**src/rtl/ps2_pkg.sv**
```systemverilog
// ps2_pkg: shared PS/2 codes, frame length and prefix FSM states
package ps2_pkg;
  localparam logic [7:0] PS2_CODE_EXT = 8'hE0;
  localparam logic [7:0] PS2_CODE_BRK = 8'hF0;
  localparam int PS2_FRAME_BITS = 11;
  typedef enum logic [1:0] {ST_IDLE, ST_GOT_EXT, ST_GOT_BRK, ST_GOT_EXT_BRK} ps2_state_t;
endpackage

```
**src/rtl/ps2_key_decoder_frame_rx.sv**
```systemverilog
// ps2_frame_rx: synchronises the PS/2 lines and receives 11-bit frames with parity/stop checking and idle timeout
module ps2_frame_rx
  import ps2_pkg::*;
#(
  parameter int SYNC_STAGES    = 2,
  parameter int TIMEOUT_CYCLES = 100000
) (
  input  logic       clk,
  input  logic       rst,
  input  logic       i_ps2_clk,
  input  logic       i_ps2_data,
  output logic [7:0] o_byte,
  output logic       o_byte_valid,
  output logic       o_frame_err,
  output logic       o_timeout
);
  localparam int TW = $clog2(TIMEOUT_CYCLES);
  localparam logic [TW-1:0] TO_LAST = TW'(TIMEOUT_CYCLES - 1);
  logic [SYNC_STAGES-1:0] r_clk_sync, r_data_sync;
  logic r_clk_prev, r_fall, r_bit, r_par;
  logic [3:0] r_cnt;
  logic [7:0] r_shift;
  logic [TW-1:0] r_to;
  logic w_stop_bit, w_good, w_to_hit;
  assign w_stop_bit   = r_fall && r_cnt == 4'(PS2_FRAME_BITS - 1);
  assign w_good       = (^{r_shift, r_par}) & r_bit;
  assign w_to_hit     = !r_fall && r_cnt != 4'd0 && r_to == TO_LAST;
  assign o_byte       = r_shift;
  assign o_byte_valid = w_stop_bit & w_good;
  assign o_frame_err  = w_stop_bit & ~w_good;
  assign o_timeout    = w_to_hit;
  // synchronise both lines; the registered fall strobe and r_bit stay aligned
  always_ff @(posedge clk or posedge rst) begin
    if (rst) begin
      r_clk_sync  <= '1;
      r_data_sync <= '1;
      r_clk_prev  <= 1'b1;
      r_fall      <= 1'b0;
      r_bit       <= 1'b1;
    end else begin
      r_clk_sync  <= {r_clk_sync[SYNC_STAGES-2:0], i_ps2_clk};
      r_data_sync <= {r_data_sync[SYNC_STAGES-2:0], i_ps2_data};
      r_clk_prev  <= r_clk_sync[SYNC_STAGES-1];
      r_fall      <= r_clk_prev & ~r_clk_sync[SYNC_STAGES-1];
      r_bit       <= r_data_sync[SYNC_STAGES-1];
    end
  end
  // bit counter: a high start bit is ignored, data shifts in LSB first, stop or timeout rewinds
  always_ff @(posedge clk or posedge rst) begin
    if (rst) begin
      r_cnt   <= 4'd0;
      r_shift <= 8'd0;
      r_par   <= 1'b0;
    end else if (r_fall) begin
      r_cnt <= w_stop_bit ? 4'd0 : (r_cnt == 4'd0 ? {3'd0, ~r_bit} : r_cnt + 4'd1);
      if (r_cnt >= 4'd1 && r_cnt <= 4'd8) r_shift <= {r_bit, r_shift[7:1]};
      if (r_cnt == 4'd9) r_par <= r_bit;
    end else if (w_to_hit) begin
      r_cnt <= 4'd0;
    end
  end
  // idle timeout runs only mid-frame; a fall in the expiry cycle wins and clears it
  always_ff @(posedge clk or posedge rst) begin
    if (rst) r_to <= '0;
    else r_to <= (r_fall || r_cnt == 4'd0 || w_to_hit) ? '0 : r_to + TW'(1);
  end
endmodule

```
**src/rtl/ps2_key_decoder.sv**
```systemverilog
// ps2_key_decoder: turns PS/2 frames into {ext, scan} key events with make/break and error strobes
module ps2_key_decoder
  import ps2_pkg::*;
#(
  parameter int SYNC_STAGES    = 2,
  parameter int TIMEOUT_CYCLES = 100000
) (
  input  logic       clk,
  input  logic       rst,
  input  logic       ps2_clk,
  input  logic       ps2_data,
  output logic [8:0] last_change,
  output logic       key_valid,
  output logic       key_down,
  output logic       frame_err
);
  logic [7:0] w_byte;
  logic w_byte_valid, w_frame_err, w_timeout;
  logic w_ext, w_brk, w_is_ext, w_is_brk, w_key;
  ps2_state_t r_state, w_next;
  ps2_frame_rx #(.SYNC_STAGES(SYNC_STAGES), .TIMEOUT_CYCLES(TIMEOUT_CYCLES)) u_rx (
    .clk(clk), .rst(rst), .i_ps2_clk(ps2_clk), .i_ps2_data(ps2_data),
    .o_byte(w_byte), .o_byte_valid(w_byte_valid), .o_frame_err(w_frame_err), .o_timeout(w_timeout)
  );
  // prefix state register
  always_ff @(posedge clk or posedge rst) begin
    if (rst) r_state <= ST_IDLE;
    else r_state <= w_next;
  end
  // prefixes accumulate flags, a key byte or bad frame clears them, a timeout keeps them
  always_comb begin
    w_next = r_state;
    if (w_frame_err) w_next = ST_IDLE;
    else if (w_byte_valid)
      w_next = w_is_ext ? (w_brk ? ST_GOT_EXT_BRK : ST_GOT_EXT) :
               w_is_brk ? (w_ext ? ST_GOT_EXT_BRK : ST_GOT_BRK) : ST_IDLE;
  end
  // flag decode and key-event detection
  always_comb begin
    w_ext    = r_state == ST_GOT_EXT || r_state == ST_GOT_EXT_BRK;
    w_brk    = r_state == ST_GOT_BRK || r_state == ST_GOT_EXT_BRK;
    w_is_ext = w_byte == PS2_CODE_EXT;
    w_is_brk = w_byte == PS2_CODE_BRK;
    w_key    = w_byte_valid & ~w_is_ext & ~w_is_brk;
  end
  // registered outputs: strobes every cycle, code and direction only on a key event
  always_ff @(posedge clk or posedge rst) begin
    if (rst) begin
      last_change <= 9'h000;
      key_valid   <= 1'b0;
      key_down    <= 1'b0;
      frame_err   <= 1'b0;
    end else begin
      key_valid <= w_key;
      frame_err <= w_frame_err | w_timeout;
      if (w_key) begin
        last_change <= {w_ext, w_byte};
        key_down    <= ~w_brk;
      end
    end
  end
endmodule
```
**config.mk**
```make
export PLATFORM = sky130hd
export DESIGN_NAME = ps2_key_decoder
export DESIGN_NICKNAME = d
export VERILOG_FILES = /design/src/rtl/ps2_pkg.sv /design/src/rtl/ps2_key_decoder_frame_rx.sv /design/src/rtl/ps2_key_decoder.sv
export SDC_FILE = /design/constraint.sdc
export NUM_CORES = 1
export LEC_CHECK = 0
export ABC_AREA = 1
export CORE_ASPECT_RATIO = 0.7
export CORE_MARGIN = 4
export CORE_UTILIZATION = 55
export DETAILED_ROUTE_END_ITERATION = 6
export GPL_ROUTABILITY_DRIVEN = 0
export HOLD_SLACK_MARGIN = 0.06
export PLACE_DENSITY = 0.75
export SLEW_MARGIN = 25
export SYNTH_ARGS = -nofsm -noshare
export SYNTH_HDL_FRONTEND = slang
export SYNTH_HIERARCHICAL = 1
export SYNTH_SLANG_ARGS = --single-unit
export TNS_END_PERCENT = 20
```
**constraint.sdc**
```tcl
create_clock -name clk -period 2.09 [get_ports clk]
set_clock_uncertainty 0.2 [all_clocks]
set_input_delay 0.627 -clock clk [delete_from_list [all_inputs] [get_ports clk]]
set_output_delay 0.627 -clock clk [all_outputs]
set_load 0.01 [all_outputs]
```
* Word-level counts from Yosys, hierarchy flattened
Index checks and enable logic that the tools add are counted.
Storage, ports and cells: output and inout port bits 12, bits in registers 51, logic and storage cells 66
Cells by class: add/subtract/negate cells 2, equality and inequality tests 8, magnitude comparators 2, reductions and logical operators 16, bitwise logic cells 13, multiplexer cells 11
Operators by type and width (number):
- adder 17 x 1 -> 17 bit, second input constant | 1
- == test 17 bit, second input constant | 1
- 2-to-1 mux 17 bit | 1
- == test 8 bit, second input constant | 2
- 2-to-1 mux 4 bit | 4
- 2-to-1 mux 2 bit | 5
- parity 9 bit | 1
- == test 4 bit, second input constant | 2
- AND 1 bit | 6
- inverter 1 bit | 6
- adder 4 x 1 -> 4 bit, second input constant | 1
- == test 2 bit, second input constant | 2
- >= comparator 4 x 1 -> 1 bit, second input constant | 1
- <= comparator 4 bit, second input constant | 1
- logical AND 1 bit | 4
- logical NOT 4 bit | 1
- logical OR 1 bit | 4
- AND reduction 2 bit | 2
- nonzero test 2 bit | 2
- nonzero test 4 bit | 1
- == test 2 x 1 -> 1 bit, second input constant | 1
- logical NOT 1 bit | 1
- 2-to-1 mux 1 bit | 1
- bitwise OR 1 bit | 1

* Depth between registers and ports, before layout
Gate-level depths: netlist of run 1.
word-level depth 7, gate-level depth with buffers 17, depth with buffers taken out 17

* Hierarchy
The synthesis of run 1 kept the hierarchy.
By module, submodules not included:
- ps2_frame_rx | cells an instance 233, times used 1, area each 2019.4 µm², sequential area each 933.4 µm²
- ps2_key_decoder | cells an instance 79, times used 1, area each 635.6 µm², sequential area each 350.3 µm²

* Worst setup path before layout of run 1
Ideal clock, no wire load.
kind flip-flop to flip-flop, from reg u_rx.r_shift[1] (netlist: u_rx/o_byte[1]), to reg last_change[3], library setup time 0.117 ns, path slack 0.159 ns, stages on the path, launching flop included 18, arrival 1.614 ns, required time 1.773 ns, cell sequence dfrtp_1 nand2_1 inv_1 nor2_1 nand2_1 nand2_1 nand2_1 nand2_1 nand2_1 nand2_1 nand2_1 nor2_1 inv_1 nor2_1 inv_1 buf_4 nand3_1 nand2_1
On the way: word-level cells in the longest chain between the ends 5, elaborated cells on any way between the ends 9, classes of those cells 2 x eq/ne; 6 x bitwise; 1 x reduce/logical
RTL lines:
- start: declaration | line ps2_key_decoder_frame_rx.sv:22 | logic [7:0] r_shift;
- start signal: assignment | line ps2_key_decoder_frame_rx.sv:56 | if (r_cnt >= 4'd1 && r_cnt <= 4'd8) r_shift <= {r_bit, r_shift[7:1]};
- parity 9 bit | line ps2_key_decoder_frame_rx.sv:26 | assign w_good = (^{r_shift, r_par}) & r_bit;
- AND 1 bit | line ps2_key_decoder_frame_rx.sv:26
- AND 1 bit | line ps2_key_decoder_frame_rx.sv:29 | assign o_byte_valid = w_stop_bit & w_good;
- net w_byte_valid | line ps2_key_decoder.sv:18 | logic w_byte_valid, w_frame_err, w_timeout;
- AND 1 bit (2 in a row) | line ps2_key_decoder.sv:44 | w_key = w_byte_valid & ~w_is_ext & ~w_is_brk;
- end signal: assignment | line ps2_key_decoder.sv:57 | last_change <= {w_ext, w_byte};
- end: declaration | line ps2_key_decoder.sv:12 | output logic [8:0] last_change,
The timed path passes the listed nets, and every way through them passes these cells. A chain may end at the register's enable or synchronous reset.

* Worst setup path after layout of run 1
from reg u_rx.r_shift[2] (netlist: u_rx/o_byte[2]), to reg last_change[2]
Same word-level chain as after synthesis.

==> run summary, run 1 <==
The run finished, with violations left. The checks that failed: negative setup slack. In this run the critical register-to-register path is launched from u_rx/o_byte[2]$_DFFE_PP0P_.

The TritonCTS clock tree is built. Counting every net in the synthesized netlist gives around 320. The mean instance size in the synthesized netlist came out at 8.51 um^2.

The number of distinct standard cells referenced by the synthesized netlist is 35. The endpoint identified for the worst register-to-register timing path is last_change[2]$_DFFE_PP0P_. The signal on the critical path passes through nand2_2 > inv_2 > nor2_2 > nand2_1 > nand2_1 > nand2_2 > nand2_1 > nand2_1 > nand2_1 > nand2_2 > nor2_4 > inv_2 > nor2_4 > inv_4 > buf_12 > nand3_2 > nand2_2. For the worst-skew pair, the clock arrives at the later sink with an insertion delay of 0.31 ns. The remaining antenna violation count is 0. The final-layout setup total negative slack is -0.0108 ns.

Synthesis produced between 300 and 400 cells. The via count of the first global-routing pass came out at 2,018. The number of antenna violations at the first check in global routing came out at 0. The slowest cell on the critical path is sky130_fd_sc_hd__dfrtp_2. The kind of end point of the critical path is a flop.

The worst-case IR drop observed on VDD is between 0.0008 and 0.0009 V. The path type of the worst min-delay path is flop to flop. The aggregate global routing overflow is 0. The HPWL after detailed placement is 3.82 mm. The setup slack after layout came out at -0.00846 ns. The number of antenna diodes in the final layout is 0.

The synthesized-area fraction occupied by ao, oa, aoi and oai cells is under 10%. Leaving out fill and tap cells, the most frequent cell in the layout is sky130_fd_sc_hd__nand2_1. The portion of the clock cycle consumed by the worst path in the final layout is 100%. In the final routed layout, each cell accounts on average for between 10 and 15 um. The library cell used as clock root buffer is sky130_fd_sc_hd__clkbuf_8.

The number of placed I/O pins is 16. The dominant register cell in the synthesized netlist is sky130_fd_sc_hd__dfrtp_1. The launching element type of the critical path is a flop.

After floorplanning, the core was divided into 20 placement rows. The final max-slew violation count came to 0. The count of endpoints failing hold in the final timing report is 0. The routed via count is approximately 2,100. The number of detailed-routing iterations run before antenna repair is 4. The required arrival time at the worst endpoint came out at about 2.1 ns. The clock sink count came out at 51. The leakage power of the design came out at 0.00163 uW.

At the pin with the least slew margin, the transition time is slightly above 0.5 ns. The number of buffers inserted for hold repair after clock tree synthesis came out at 0. Combinational cells account for 39.9% of the total power. Timing would allow up to 477 MHz. The DRC violation count after routing is 0.

The total of max-cap violations is 0. The fraction of layout instances using a drive strength above 1 came out at 30.2%. For the worst setup path, the data arrival time is approximately 2.1 ns. The critical path starts at u_rx/o_byte[2]$_DFFE_PP0P_. The worst slew margin relative to its limit came out at between 60% and 70%. After synthesis the netlist holds a flip-flop and latch count of just over 50. The worst reg-to-reg setup slack came out at -0.008 ns. The post-route minimum period came out at approximately 2.1 ns. Setup repair after global routing could not meet its margin everywhere. The global-route usage over all layers is 19.6%.

The number of buffers on the longest clock path is 2. The area overhead of the layout relative to synthesis is 21.5%. Summing all placed instances gives a cell area of 2960 um^2. Leaving out fill and tap cells, the most frequent cells in the layout are sky130_fd_sc_hd__nand2_1 (68), sky130_fd_sc_hd__dfrtp_1 (43), sky130_fd_sc_hd__inv_1 (35), sky130_fd_sc_hd__nor2_1 (23), sky130_fd_sc_hd__buf_4 (18).

Wires add up to 5.47 mm. The core box area is 4500 um^2. Once placement completed, the tool counted placed cells totaling about 400. The largest fanout on the critical path is 8.

The filler cells instantiated in the layout total about 310. Of the synthesized area, sequential elements account for roughly half. Entering global routing, the biggest net connects 38 pins. Input and output buffers added on the ports amount to 15. The critical path in this run is classified as flop to flop. After Yosys synthesis, full adders, half adders and majority gates account for 2.36% of the synthesized area. The share of total power dissipated in sequential elements is 39.8%. The die extent in x came out at just over 90 um.

The relative contribution of the clock network to total power came out at around 20%. The post-route cell area is roughly 3200 um^2. The die height came out at between 60 and 70 um. After synthesis, the largest family of logic cells by area is simple AND/OR/NAND/NOR gates. Clock-pin slew was measured on the worst setup and hold paths at about 0.090 ns. The average via count per standard cell is 5.15.

The effective utilization at floorplan came out at about three fifths. The completed layout was analyzed and its total power is roughly 3500 uW. The tightest hold path in the finished design has a slack of 0.160 ns. After synthesis, the share of flip-flops with an asynchronous set or reset is between 90% and 100%. The number of warnings printed during yosys synthesis is 6. The number of DRC markers after the initial detailed-route iteration came out at 112. The cell area after technology mapping came out at between 2000 and 3000 um^2.

The number of cell instances on the worst register-to-register path came out at 17. Summing the areas of all and, or, nand and nor instances in the mapped netlist gives a little under a third of the synthesized area. The internal power component came out at roughly 2200 uW. The count of non-filler cells in the finished layout came out at about 400. The largest incremental delay on the critical path came out at 0.45 ns.

The number of flops mapped to enable cells by yosys is 0. The mux contribution to synthesized area came out at less than 1%. The number of nets in the layout is between 300 and 400. The floorplan step defined a die boundary enclosing approximately 6000 um^2.

The area share of xor/xnor cells in the synthesized design is ~2.6%. The end of the critical path is last_change[2]$_DFFE_PP0P_. The switching power summed over all nets is 1320 uW. The number of CTS-inserted buffers came out at 5.

The share of total power consumed by net switching came out at between 30 and 40%. The count of final setup violators is 2. The ratio of total power to cell area is 1090 nW/um^2.

The first global-routing pass estimated 9.31 mm of wire. The number of H-tree branching levels came out at 2. The cell repeated most along the worst path is sky130_fd_sc_hd__nand2_1.
layer usage:
metal | vias up | part of all wire, % | global-route usage (%)
li1 | 1050 | - | -
met1 | 990 | 49 | 27.7
met2 | 44 | 44 | 30.0
met3 | 7 | 4.8 | 4.32
met4 | 0 | 1.4 | 6.77
met5 | - | 0 | 0
logic make-up after synthesis:
family | count (synthesis)
adder cells (fa/ha/maj) | 5
multiplexers | 1
AO/OA/AOI/OAI | 26
AND/OR/NAND/NOR | 168
buffers and inverters | 53
flip-flops | 51
XOR/XNOR | 8
area by class of cell:
cell class / instances / area [um^2] / share of cell area, %
clock buffer: 6 / 82.6 / 2.56
tap: 55 / 68.8 / 2.13
multi-input combinational: 208 / 1230 / 38.0
timing repair buffer: 35 / 340 / 10.5
inverter: 49 / 188 / 5.82
sequential: 51 / 1290 / 39.9
clock inverter: 2 / 35.0 / 1.09
worst min path at each step:
stage | from | end | slack, ns | cells past startpoint
floorplan | u_rx/r_data_sync[1]$_DFF_PP1_ | u_rx/r_bit$_DFF_PP1_ | 0.15 | 0
global placement | u_rx/r_data_sync[0]$_DFF_PP1_ | u_rx/r_data_sync[1]$_DFF_PP1_ | 0.15 | 0
detailed placement | u_rx/r_data_sync[0]$_DFF_PP1_ | u_rx/r_data_sync[1]$_DFF_PP1_ | 0.15 | 0
CTS | u_rx/r_data_sync[0]$_DFF_PP1_ | u_rx/r_data_sync[1]$_DFF_PP1_ | 0.16 | 0
global route | u_rx/r_data_sync[0]$_DFF_PP1_ | u_rx/r_data_sync[1]$_DFF_PP1_ | 0.16 | 0
finish | u_rx/r_data_sync[0]$_DFF_PP1_ | u_rx/r_data_sync[1]$_DFF_PP1_ | 0.16 | 0
repair_timing:
action / 4_1_cts / 5_1_grt
setup endpoints to repair: 9 / 14
pin swaps: 0 / 16
setup buffers: 2 / 3
gates resized for setup: 3 / 35
Yosys cell counts (all sizes together), types with 3 or more instances:
library cell | instances | share of area [%]
o21ai | 11 | 2.5
xor2 | 5 | 1.6
nand4 | 3 | 0.71
inv | 48 | 6.8
nand2 | 83 | 13
a21oi | 11 | 2.2
dfstp | 6 | 5.9
dfrtp | 45 | 42
nor2 | 41 | 8.0
ha | 5 | 2.4
buf | 4 | 1.9
xnor2 | 3 | 0.99
nand3 | 28 | 6.7
nor3 | 11 | 2.8
power groups by stage:
stage	clock (uW)	sequential (uW)	combinational [uW]
after floorplan	0	1400	877
after CTS	729	1370	1310
after detailed placement	0	1400	1250
after global routing	766	1430	1590
after global placement	0	1380	1230
final	713	1400	1400
worst max-delay path: cells and delay by family (launching register included):
family / cells / cell delay (ns)
flip-flops: 1 / 0.45
AND/OR/NAND/NOR: 13 / 1.04
buffers and inverters: 4 / 0.30
per-stage QoR:
step	util, %	worst slack (ns)
floorplan	-	0.159
finish	71.6	-0.00846
global route	71.6	-0.192
CTS	68.9	0.00875
global placement	65.8	0.0472
detailed placement	65.8	-0.0239
registers in the layout, summed over array words and instances, names as in the netlist:
name	cells
r_state	2
u_rx/r_data_sync	2
key_down	1
frame_err	1
u_rx/r_bit	1
u_rx/r_to	17
last_change	9
u_rx/o_byte	8
u_rx/r_cnt	4
u_rx/r_fall	1
u_rx/r_clk_sync	2
key_valid	1
u_rx/r_clk_prev	1
u_rx/r_par	1
(Power assumes the default switching activity.)
==> inputs of run 2 (changes only) <==
- SETUP_SLACK_MARGIN: default -> 0.5
==> run 2 against run 1 <==
Net effect: the run now ends clean; worst setup slack improved by 0.040 ns; worst hold slack barely moved; routed wire length rose by 8.2%; count of clock-buffer cells in the layout rose by 2; maximum frequency rose by 2.0%; die area did not move; global-route usage rose by 0.31 points; via count rose by 2.2%.
==> run summary, run 2 (synthesis results as in run 1) <==
The clock sink count came to 51 (unchanged). The number of input and output port buffers inserted is 15 (unchanged). The endpoint of the lowest-slack register-to-register path is last_change[7]$_DFFE_PP0P_. In this run the most critical hold path is launched from u_rx/r_data_sync[1]$_DFF_PP1_. TritonCTS built the clock tree.

The number of DRC markers after the initial detailed-route iteration is 132 (+18%). The worst hold path stage count was 0 (unchanged). The number of placement rows is 20 (unchanged).

The count of endpoints failing hold in the final timing report is 0 (unchanged). The average via count per standard cell is 5.30 (+2.9%). The largest fanout on the critical path came out at 7 (-1). From synthesis to final layout, the design area changed by 27.1%. The aggregate global routing overflow is 0 (unchanged). The highest clock rate is 486 MHz (+2.0%). The launching element type of the critical path is a flop. The flow ran to the end, and the final reports show no timing, DRC or antenna violations.

The wire length of the first global-routing pass is 9.45 mm (+1.5%). The worst slew margin relative to its limit came out at 65.7% (-0.43 points). The root buffer cell chosen for the clock tree is sky130_fd_sc_hd__clkbuf_8. In the layout the commonest cells are sky130_fd_sc_hd__nand2_1 (59), sky130_fd_sc_hd__dfrtp_1 (41), sky130_fd_sc_hd__inv_1 (32), sky130_fd_sc_hd__nand2_2 (19). The total cell area at the placement stage came to 2910 um^2 (-1.6%). The worst hold endpoint is u_rx/r_bit$_DFF_PP1_.

The final max-slew violation count came out at 0 (unchanged). The number of buffers inserted for hold repair after clock tree synthesis is 0 (unchanged). The library cell used most frequently in the layout, excluding fill and tap cells, is sky130_fd_sc_hd__nand2_1. The count of final setup violators was 0 (-2). The reg-to-reg critical path startpoint is u_rx/o_byte[1]$_DFFE_PP0P_. The largest net degree at the start of global routing is 38 (unchanged). The effective utilization at floorplan was 58.9% (unchanged).

The post-route minimum period is 2.06 ns (-0.0404 ns). The routed via count is 2,136 (+2.2%). The total of max-cap violations is 0 (unchanged). The combined area of the multi-input logic cells is 1450 um^2 (+18%). The remaining antenna violation count came out at 0 (unchanged). The overall die area came out at 6020 um^2 (unchanged).

The number of H-tree branching levels came out at 2 (unchanged). The kind of end point of the critical path is a flop. The largest register by flop count is u_rx/r_to.

The number of CTS-inserted buffers came out at 5 (unchanged). The die extent in x is 91.0 um (unchanged). The worst-skew pair later-pin latency came out at 0.31 ns (about the same).

The actual transition at the worst max-transition pin is 0.515 ns (+0.00648 ns). The post-place setup slack came to 0.0302 ns (+0.0542 ns). The post-route cell area was 3370 um^2 (+4.5%). The required arrival time at the worst endpoint came out at 2.09 ns (about the same). The number of placed I/O pins came out at 16 (unchanged). The antenna diode instance count is 0 (unchanged). The clock edge transition at the registers on the reported setup and hold paths is 0.09 ns (about the same). The core box area came out at 4500 um^2 (unchanged). The number of antenna violations at the first check in global routing is 0 (unchanged).

The portion of the clock cycle consumed by the worst path in the final layout came out at 98.5% (-1.9 points). Setup repair after global routing could not meet its margin everywhere. The DRC violation count after routing is 0 (unchanged).

The flip-flop count of the largest register, all copies and words added was 17 (unchanged). The number of cell instances on the worst register-to-register path is 17 (unchanged). The via count of the first global-routing pass is 2,086 (+3.4%). The combined flip-flop and latch cell area was 1290 um^2 (+0.20%). The maximum VDD drop was 0.000784 V (-7.1%).

The global-route usage over all layers came out at 19.9% (+0.31 points). The leakage power of the design was 0.00160 uW (-1.7%). The ratio of total power to cell area is 1090 nW/um^2 (-0.27%). The number of buffers on the longest clock path came out at 2 (unchanged). The number of detailed-routing iterations run before antenna repair is 4 (unchanged). The total length of routed wires came out at 5.92 mm (+8.2%).

The fill cell instance count of the final layout came out at 308 (-0.96%). The die height is 66.1 um (unchanged). By startpoint and endpoint, the worst setup path is classified as flop to flop. The overall power consumption was 3660 uW (+4.3%). The path type of the worst min-delay path is flop to flop. The number of nets in the layout is 356 (-0.84%).

The data arrival time at the worst-slack endpoint came out at 2.06 ns (-0.04 ns). The fraction of layout instances using a drive strength above 1 came out at 43.4% (+13 points). The setup slack after layout came out at 0.0319 ns (+0.0404 ns).

The HPWL after detailed placement came out at 3.84 mm (+0.34%). The routed wirelength normalized by instance count came out at 14.7 um (+9.0%). The worst reg-to-reg setup slack is 0.03 ns (+0.04 ns).
==> run 2: cell types whose count changed in the layout (fill, tap and decap cells not counted), moves of 7 or more <==
cell                      previous run  this run
sky130_fd_sc_hd__nand2_1            68        59
sky130_fd_sc_hd__buf_6               0         7
sky130_fd_sc_hd__nand2_2            12        19
sky130_fd_sc_hd__buf_2               0         8
==> run 2: worst max-delay path by stage <==
| stage | startpoint | endpoint | slack (ns) | cells after the start |
|---|---|---|---|---|
| after floorplan | u_rx/o_byte[1]$_DFFE_PP0P_ | last_change[3]$_DFFE_PP0P_ | 0.21 | 17 |
| after global placement | u_rx/o_byte[2]$_DFFE_PP0P_ | last_change[2]$_DFFE_PP0P_ | 0.1 | 17 |
| after detailed placement | u_rx/o_byte[2]$_DFFE_PP0P_ | last_change[8]$_DFFE_PP0P_ | 0.03 | 17 |
| after CTS | u_rx/o_byte[1]$_DFFE_PP0P_ | last_change[4]$_DFFE_PP0P_ | 0.08 | 17 |
| after global routing | u_rx/o_byte[1]$_DFFE_PP0P_ | last_change[7]$_DFFE_PP0P_ | -0.15 | 17 |
| final | u_rx/o_byte[1]$_DFFE_PP0P_ | last_change[7]$_DFFE_PP0P_ | 0.03 | 17 |
==> run 2: worst max-delay path, cell delays in order, from the launching register on <==
cell and delay, ns:
sky130_fd_sc_hd__dfrtp_1 0.44, sky130_fd_sc_hd__nand2_2 0.11, sky130_fd_sc_hd__inv_2 0.04, sky130_fd_sc_hd__nor2_2 0.11
sky130_fd_sc_hd__nand2_2 0.07, sky130_fd_sc_hd__nand2_2 0.07, sky130_fd_sc_hd__nand2_2 0.05, sky130_fd_sc_hd__nand2_1 0.05
sky130_fd_sc_hd__nand2_1 0.05, sky130_fd_sc_hd__nand2_2 0.07, sky130_fd_sc_hd__nand2_2 0.06, sky130_fd_sc_hd__nor2_4 0.09
sky130_fd_sc_hd__inv_2 0.06, sky130_fd_sc_hd__nor2_4 0.13, sky130_fd_sc_hd__inv_4 0.06, sky130_fd_sc_hd__buf_6 0.14
sky130_fd_sc_hd__nand3_2 0.07, sky130_fd_sc_hd__nand2_1 0.05
==> run 2: area by class of cell <==
class | count | share of cell area (%)
timing repair buffer | 32 | 7.94
sequential | 51 | 38.2
tap | 55 | 2.04
multi-input combinational | 208 | 43.0
inverter | 49 | 5.82
clock buffer | 8 | 2.97
==> run 2: timing repair <==
action | in CTS | in global routing
gates cloned | 0 | 0
pin swaps | 5 | 47
gates resized for setup | 21 | 120
setup buffers | 5 | 2
endpoints found under the setup margin | 53 | 56
==> run 2: metrics by stage <==
| step | utilization (%) | std cells | hold WS [ns] | setup TNS, ns |
|---|---|---|---|---|
| floorplan | - | 312 | 0.145 | 0 |
| global placement | 64.7 | 388 | 0.147 | 0 |
| detailed placement | 64.7 | 388 | 0.148 | 0 |
| CTS | 68.5 | 401 | 0.161 | 0 |
| global route | 74.9 | 403 | 0.168 | -1.45 |
| finish | 74.9 | 403 | 0.160 | 0 |
==> run 2: metal layers <==
metal | GRT usage [%] | up-vias | share of wire, %
li1 | - | 1042 | -
met1 | 28.2 | 1029 | 48
met2 | 30.5 | 57 | 46
met3 | 3.87 | 8 | 5.3
met4 | 7.52 | 0 | 1.2
met5 | 0 | - | 0
==> run 2: where the power goes <==
part	switching (uW)	leakage [uW]	internal [uW]	total (uW)
Sequential	264	0.000663	1180	1450
Combinational	937	0.000887	658	1590
Clock	316	0.0000515	303	618
